### config.mk
export PLATFORM = sky130hd
export DESIGN_NAME = axi_wr_master
export DESIGN_NICKNAME = d
export VERILOG_FILES = /design/src/rtl/axi_wr_master.sv
export SDC_FILE = /design/constraint.sdc
export NUM_CORES = 1
export LEC_CHECK = 0
export BUFFER_PORTS_ARGS = -buffer_cell sky130_fd_sc_hd__buf_2
export CAP_MARGIN = 10
export CORE_MARGIN = 5
export CORE_UTILIZATION = 40
export DETAILED_ROUTE_END_ITERATION = 8
export GPL_TIMING_DRIVEN = 0
export PLACE_DENSITY = 0.84
export SYNTH_ARGS = -nofsm -noshare
export SYNTH_HDL_FRONTEND = slang
export SYNTH_SLANG_ARGS = --single-unit
export TNS_END_PERCENT = 100
### constraint.sdc
create_clock -name ACLK -period 2.95 [get_ports ACLK]
set_clock_uncertainty 0.2 [all_clocks]
set_input_delay 0.4425 -clock ACLK [delete_from_list [all_inputs] [get_ports ACLK]]
set_output_delay 0.4425 -clock ACLK [all_outputs]
set_load 0.02 [all_outputs]
### src/rtl/axi_wr_master.sv
// axi_wr_master: single-outstanding AXI4 write master.
// Takes one command (id/addr/len), issues AW, streams len+1 W beats from the
// write-data source, waits for B and reports it as a one-cycle response pulse.
module axi_wr_master #(
  parameter int ID_W   = 4,
  parameter int ADDR_W = 32,
  parameter int DATA_W = 32
) (
  input  logic                ACLK,
  input  logic                ARESETn,
  // command
  input  logic                cmd_valid,
  output logic                cmd_ready,
  input  logic [ID_W-1:0]     cmd_id,
  input  logic [ADDR_W-1:0]   cmd_addr,
  input  logic [7:0]          cmd_len,
  // write-data source
  input  logic                wd_valid,
  output logic                wd_ready,
  input  logic [DATA_W-1:0]   wd_data,
  input  logic [DATA_W/8-1:0] wd_strb,
  // response
  output logic                rsp_valid,
  output logic [ID_W-1:0]     rsp_id,
  output logic [1:0]          rsp_resp,
  // AW
  output logic [ID_W-1:0]     AWID,
  output logic [ADDR_W-1:0]   AWADDR,
  output logic [7:0]          AWLEN,
  output logic [2:0]          AWSIZE,
  output logic [1:0]          AWBURST,
  output logic                AWVALID,
  input  logic                AWREADY,
  // W
  output logic [DATA_W-1:0]   WDATA,
  output logic [DATA_W/8-1:0] WSTRB,
  output logic                WLAST,
  output logic                WVALID,
  input  logic                WREADY,
  // B
  input  logic [ID_W-1:0]     BID,
  input  logic [1:0]          BRESP,
  input  logic                BVALID,
  output logic                BREADY,
  // status
  output logic                busy
);

  localparam logic [1:0] S_IDLE = 2'd0;
  localparam logic [1:0] S_AW   = 2'd1;
  localparam logic [1:0] S_W    = 2'd2;
  localparam logic [1:0] S_B    = 2'd3;

  localparam logic [2:0] AXSIZE = 3'($clog2(DATA_W/8));

  logic [1:0]        r_state;
  logic              r_live;      // low until the first edge after reset release
  logic [ID_W-1:0]   r_id;
  logic [ADDR_W-1:0] r_addr;
  logic [7:0]        r_len;
  logic [7:0]        r_cnt;
  logic              r_awvalid;
  logic              r_rsp_valid;
  logic [ID_W-1:0]   r_rsp_id;
  logic [1:0]        r_rsp_resp;

  logic w_in_w;
  logic w_cmd_fire;
  logic w_w_fire;
  logic w_last;

  assign w_in_w     = (r_state == S_W);
  assign w_last     = w_in_w && (r_cnt == r_len);
  assign w_w_fire   = WVALID && WREADY;
  // The response cycle blocks acceptance so a new command starts a cycle later.
  assign cmd_ready  = r_live && (r_state == S_IDLE) && !r_rsp_valid;
  assign w_cmd_fire = cmd_valid && cmd_ready;

  assign AWID    = r_id;
  assign AWADDR  = r_addr;
  assign AWLEN   = r_len;
  assign AWSIZE  = AXSIZE;
  assign AWBURST = 2'b01;
  assign AWVALID = r_awvalid;

  // W channel is a straight pass-through of the data source, gated by state.
  assign WVALID   = w_in_w && wd_valid;
  assign wd_ready = w_in_w && WREADY;
  assign WDATA    = wd_data;
  assign WSTRB    = wd_strb;
  assign WLAST    = w_last;

  assign BREADY    = (r_state == S_B);
  assign rsp_valid = r_rsp_valid;
  assign rsp_id    = r_rsp_id;
  assign rsp_resp  = r_rsp_resp;
  assign busy      = (r_state != S_IDLE);

  // Transaction FSM: IDLE -> AW -> W -> B -> IDLE, with beat counting and response capture.
  always_ff @(posedge ACLK or negedge ARESETn) begin
    if (!ARESETn) begin
      r_state     <= S_IDLE;
      r_live      <= 1'b0;
      r_id        <= '0;
      r_addr      <= '0;
      r_len       <= '0;
      r_cnt       <= '0;
      r_awvalid   <= 1'b0;
      r_rsp_valid <= 1'b0;
      r_rsp_id    <= '0;
      r_rsp_resp  <= '0;
    end else begin
      r_live      <= 1'b1;
      r_rsp_valid <= 1'b0;
      case (r_state)
        S_IDLE: begin
          if (w_cmd_fire) begin
            r_id      <= cmd_id;
            r_addr    <= cmd_addr;
            r_len     <= cmd_len;
            r_cnt     <= '0;
            r_awvalid <= 1'b1;
            r_state   <= S_AW;
          end
        end
        S_AW: begin
          if (AWREADY) begin
            r_awvalid <= 1'b0;
            r_state   <= S_W;
          end
        end
        S_W: begin
          if (w_w_fire) begin
            if (w_last) r_state <= S_B;
            else        r_cnt   <= r_cnt + 8'd1;
          end
        end
        S_B: begin
          if (BVALID) begin
            r_rsp_valid <= 1'b1;
            r_rsp_id    <= BID;
            r_rsp_resp  <= BRESP;
            r_state     <= S_IDLE;
          end
        end
        default: r_state <= S_IDLE;
      endcase
    end
  end

endmodule

==> results of run 1 <==
critical path: stages (launching register included):
cell	delay [ps]
dfrtp_1	420
inv_1	110
ha_1	280
nand4b_1	260
a21o_1	290
a221oi_1	280
a21boi_1	300
mux2_2	360
layout make-up:
class,count,area (sq um)
clock inverters,4,52.6
repair buffers,152,781
flip-flops and latches,63,1580
clock buffers,12,165
well taps,102,128
inverters,7,26.3
plain buffers,53,390
multi-input cells,135,1160
fillers,680,3410
state kept, by name, summed over array words and instances, names as in the netlist:
signal / cells
AWADDR: 32
AWID: 4
AWLEN: 8
rsp_id: 4
rsp_valid: 1
AWVALID: 1
rsp_resp: 2
r_state: 2
r_live: 1
r_cnt: 8
through the flow:
step	setup WS (ps)	util	total power, mW	hold WS (ps)	instances
after floorplan	695	-	2.93	-53.1	258
after global placement	467	0.524	3.55	280	510
after detailed placement	347	0.527	3.64	287	511
after CTS	329	0.556	4.45	123	528
after global routing	121	0.556	4.71	121	528
final	335	0.556	4.39	141	528
Yosys cell counts (2+ instances only):
library cell,count
dfrtp_1,63
mux2_2,51
buf_4,42
nand2_1,13
xor2_1,8
inv_1,7
ha_1,6
buf_2,5
nand3_1,5
a21oi_1,4
o21ai_0,4
a221o_1,3
nor2_1,3
nor3b_1,3
a21o_1,2
and2_1,2
buf_6,2
clkbuf_1,2
conb_1,2
nand3b_1,2
nand4b_1,2
nor3_1,2
nor4_2,2
o211ai_1,2
o311ai_0,2
final timing paths:
check                           start    endpoint  slack [ps]  cells after the start
max                        r_state[0]  r_state[1]         340                      7
min                            BID[3]   rsp_id[3]         140                      2
max reg2reg                r_state[0]  r_state[1]         340                      7
min reg2reg                AWADDR[22]  AWADDR[22]         300                      1
max in group asynchronous     ARESETn  AWADDR[11]        1420                      3
min in group asynchronous     ARESETn    AWLEN[1]         510                      2
cells by family after synthesis:
logic type / Yosys count / share of synthesized area
flip-flops: 63 / 0.503
buffers and inverters: 60 / 0.133
multiplexers: 51 / 0.183
AND/OR/NAND/NOR: 38 / 0.0702
AO/OA/AOI/OAI: 26 / 0.0623
XOR/XNOR: 8 / 0.0223
adder cells (fa/ha/maj): 6 / 0.0239
other: 2 / 0.00240
where the power goes:
part / switching [mW] / internal (mW) / total, mW
Clock: 0.332 / 0.459 / 0.791
Sequential: 0.252 / 1.27 / 1.52
Combinational: 1.18 / 0.897 / 2.08
routing by layer:
layer  vias up  share of wire
met4         2          0.019
met2       133           0.50
met1      1190           0.36
li1       1171              -
met3        15           0.12
met5         -         0.0014
==> flow_summary_export.csv, run 1 <==
group,metric,value,unit
critical_path,startpoint_type,"flip-flop",
critical_path,cp.arrival,2630,ps
grt,use_met3,0.0722,
floorplan,start_util,0.408,
critical_path,crit_type,"reg -> reg",
synthesis,async_flop_share,1.00,
hold_path,hp-class,"in -> reg",
route,first_pass_iters,4,
timing,rsz0062_at_grt,"no",
critical_path,crit_fanout,6,
cells_and_area,final_common_cell,"buf_2",
timing,setup-violations-final,0,
timing,period_share,0.886,
synthesis,synth-seq-area-share,0.503,
synthesis,synth_top_area_share,0.503,
timing,drv_slew,0,
cells_and_area,syn2layout_area_growth,36.4,%
grt,globalRouteMet2Util,0.263,
clock_network,post_cts_buffers,0,
clock_network,root_buffer,"clkbuf_8",
critical_path,worst_ep_required_time,2970,ps
synthesis,ys_seq_elements,63,
synthesis,syn_avg_cell_area,12.3,sq um
clock_network,clkTransAtPathRegs,70,ps
synthesis,ys.flop_type,"dfrtp_1",
synthesis,ys_types,40,
place,place_area,4050,sq um
flow_run,drv_cap,0,
floorplan,die_w,98.5,um
timing,fin_tns_setup,0,ps
synthesis,synth_cells,254,
cells_and_area,nets,520,
synthesis,synth_warnings,0,
timing,max_clock_freq,0.382,GHz
clock_network,cts_buffer_depth,2,
route,vias,2511,
synthesis,synth_largest_area_cell,"dfrtp_1",
grt,busiest_layer,"met2",
clock_network,htree_levels,3,
floorplan,row_count,32,
cells_and_area,post-route-cell-area,4280,sq um
timing,relSlewSlack,0.540,
clock_network,ctsResizeCount,0,
place,portBuffers,150,
place,dpl.hpwl,6.20,mm
floorplan,chipHeight,98.5,um
grt,use_met1,0.184,
grt,grt_pass1_vias,2676,
floorplan,core-area,7690,sq um
timing,min_period,2610,ps
timing,hold_violations,0,
cells_and_area,mostFrequentLayoutCells,"buf_2, dfrtp_1, mux2_2",
synthesis,synth-edff-count,0,
route,ant_nets,0,
route,viasPerCell,4.76,
pwr,power_per_cell_area,1030,nW/um^2
pwr,p_leak,2.24,nW
grt,grt_max_degree,35,
route,wl_per_cell,14.6,um
grt,grt_antenna_before_repair,1,
route,drc,0,
place,place.gp.congestion,0.902,
grt,overflow,0,
clock_network,cts_made_buffers,9,
synthesis,synth_area,3140,sq um
clock_network,cts.sinks,63,
clock_network,cts_tree,"built",
cells_and_area,drive_above_1_share,0.648,
pwr,ir_drop,0.522,mV
run_status,status,"complete, no violations",
cells_and_area,antenna_cells,0,
grt,track_usage,0.160,
timing,tightest_slew,690,ps
clock_network,ctsHoldBuffers,1,
grt,grt_pass1_wl,12.6,mm
route,drt-initial-drc-count,88,
synthesis,synthTopCellsByArea,"dfrtp_1, mux2_2, buf_4",
floorplan,die_area,9710,sq um
clock_network,clock_latency,330,ps
critical_path,setup.worst_path.end_class,"flip-flop",
route,wl,7.68,mm
floorplan,ios,192,
Note: power is estimated with default switching activity, not from simulation.
==> inputs of run 2 (changes only) <==
--- a/config.mk
+++ b/config.mk
@@ -11,7 +11,8 @@
 export CORE_UTILIZATION = 40
 export DETAILED_ROUTE_END_ITERATION = 8
 export GPL_TIMING_DRIVEN = 0
-export PLACE_DENSITY = 0.84
+export PLACE_DENSITY = 0.85
+export SLEW_MARGIN = 5
 export SYNTH_ARGS = -nofsm -noshare
 export SYNTH_HDL_FRONTEND = slang
 export SYNTH_SLANG_ARGS = --single-unit
==> run 2 against run 1 <==
  * The flow now finishes with violations (hold timing)
  * First-iteration DRC count decreased by 33%
  * Register-to-register slack about the same
  * Setup slack got worse by 28 ps
  * Largest power group unchanged
==> flow_summary_export.csv, run 2 (synthesis gave the netlist of run 1 again) <==
group,metric,value,unit
grt,overflow,0,
critical_path,crit_chain,"inv_1 -> ha_1 -> buf_6 -> clkbuf_1 -> and3_2 -> buf_2",
grt,grt_pass1_vias,2569,
pwr,seqPwrFrac,0.346,
cells_and_area,drive_above_1_share,0.645,
clock_network,htree_levels,3,
critical_path,slowest_stage,"dfrtp_1",
timing,period_share,0.896,
critical_path,cp_top_family,"buffers and inverters",
cells_and_area,nets,518,
timing,rsz0062_at_grt,"no",
critical_path,cp.arrival,2000,ps
route,drt-met1-wl,2.90,mm
route,ant_nets,0,
cells_and_area,multi_input_area,1160,sq um
flow_run,drv_cap,0,
floorplan,die_area,9710,sq um
floorplan,start_util,0.408,
route,viasPerCell,4.68,
pwr,ir_drop,0.661,mV
critical_path,cp.buffers_inverters,4,
timing,max_clock_freq,0.378,GHz
route,drc,0,
grt,grt_max_degree,64,
timing,drv_slew,0,
floorplan,die_w,98.5,um
clock_network,cts_tree,"built",
timing,min_period,2640,ps
critical_path,max_stage_delay,420,ps
floorplan,row_count,32,
grt,track_usage,0.156,
route,route.met2.wl,3.79,mm
cells_and_area,fillers,652,
cells_and_area,final_common_cell,"buf_2",
pwr,p_sw,1.77,mW
pwr,p_leak,2.22,nW
timing,relSlewSlack,0.475,
run_status,status,"finished with violations",
pwr,p_sw_frac,0.405,
timing,holdWs,-16.5,ps
route,top_layer_used,"met4",
critical_path,crit_fanout,10,
cells_and_area,regArea,1580,sq um
clock_network,ctsResizeCount,0,
grt,grt_pass1_wl,12.3,mm
hold_path,hp-class,"in -> async",
run_status,violations,"hold timing",
pwr,p_clk_frac,0.173,
clock_network,ctsHoldBuffers,0,
pwr,combPwrFrac,0.481,
place,place.gp.congestion,0.752,
clock_network,cts_made_buffers,9,
clock_network,clkTransAtPathRegs,70,ps
floorplan,chipHeight,98.5,um
clock_network,post_cts_buffers,0,
cells_and_area,antenna_cells,0,
timing,hold_violations,15,
cells_and_area,syn2layout_area_growth,34.9,%
floorplan,ios,192,
clock_network,clock_latency,330,ps
grt,grt_antenna_before_repair,0,
place,dpl.hpwl,5.97,mm
cells_and_area,mostFrequentLayoutCells,"buf_2, dfrtp_1, mux2_2",
clock_network,cts_buffer_depth,2,
cells_and_area,largest_reg_flops,32,
timing,tightest_slew,787,ps
clock_network,cts.sinks,63,
critical_path,startpoint_type,"flip-flop",
route,wl_per_cell,14.7,um
critical_path,setup.worst_path.end_class,"output pin",
route,wl,7.70,mm
floorplan,core-area,7690,sq um
place,portBuffers,150,
timing,fin_tns_setup,0,ps
timing,setup-violations-final,0,
route,wl_met3,893,um
critical_path,crit_type,"reg -> out",
clock_network,root_buffer,"clkbuf_8",
route,vias,2455,
pwr,intPower,2.60,mW
pwr,totalPowerFinal,4.37,mW
route,first_pass_iters,4,
route,drt-initial-drc-count,59,
pwr,power_per_cell_area,1030,nW/um^2
critical_path,worst_ep_required_time,2310,ps
-- run 2: cell types whose count changed in the layout (fill, tap and decap cells not counted) --
cell / change
clkinv_2: +1
buf_2: -1
buf_12: -1
clkbuf_8: -1
clkbuf_1: +1
dlygate4sd3_1: -1
clkinvlp_4: -2
buf_4: +1
-- run 2: cell type report --
cell class | count | area share
sequential | 63 | 0.373
timing repair buffer | 150 | 0.178
clock buffer | 12 | 0.0367
inverter | 7 | 0.00621
tap | 102 | 0.0302
buffer | 53 | 0.0923
clock inverter | 3 | 0.0101
multi-input combinational | 135 | 0.274
-- run 2: through the flow --
step / std cells / setup slack [ps] / utilization / hold WS, ps / cell area, sq um
final: 525 / 307 / 0.550 / -16.5 / 4230
after global placement: 510 / 419 / 0.524 / 280 / 4030
after floorplan: 258 / 695 / - / -53.1 / 3150
after global routing: 525 / 129 / 0.550 / 58.1 / 4230
after CTS: 525 / 304 / 0.550 / 12.9 / 4230
after detailed placement: 510 / 369 / 0.524 / 288 / 4030
-- run 2: final timing paths --
| path | end | cells past startpoint | from | slack, ps |
|---|---|---|---|---|
| min in group ACLK | rsp_id[1] | 2 | BID[1] | 140 |
| min reg2reg | AWADDR[22] | 1 | AWADDR[22] | 300 |
| min | rsp_id[0] | 1 | ARESETn | -20 |
| max | WLAST | 6 | r_state[0] | 310 |
| max in group asynchronous | AWADDR[24] | 1 | ARESETn | 2030 |
| max reg2reg | r_state[1] | 7 | r_state[0] | 330 |
-- run 2: power by group through the flow --
stage	registers (mW)	clock network, mW	logic [mW]
after floorplan	1.95	0	0.987
after global placement	1.50	0	2.04
after detailed placement	1.53	0	2.10
after CTS	1.52	0.780	2.12
after global routing	1.57	0.827	2.28
final	1.51	0.754	2.10
-- run 2: metal layers --
metal | global-route usage | up-vias
met4 | 0.0725 | 0
met1 | 0.177 | 1144
met2 | 0.254 | 139
met5 | 0 | -
met3 | 0.0644 | 12
li1 | - | 1160
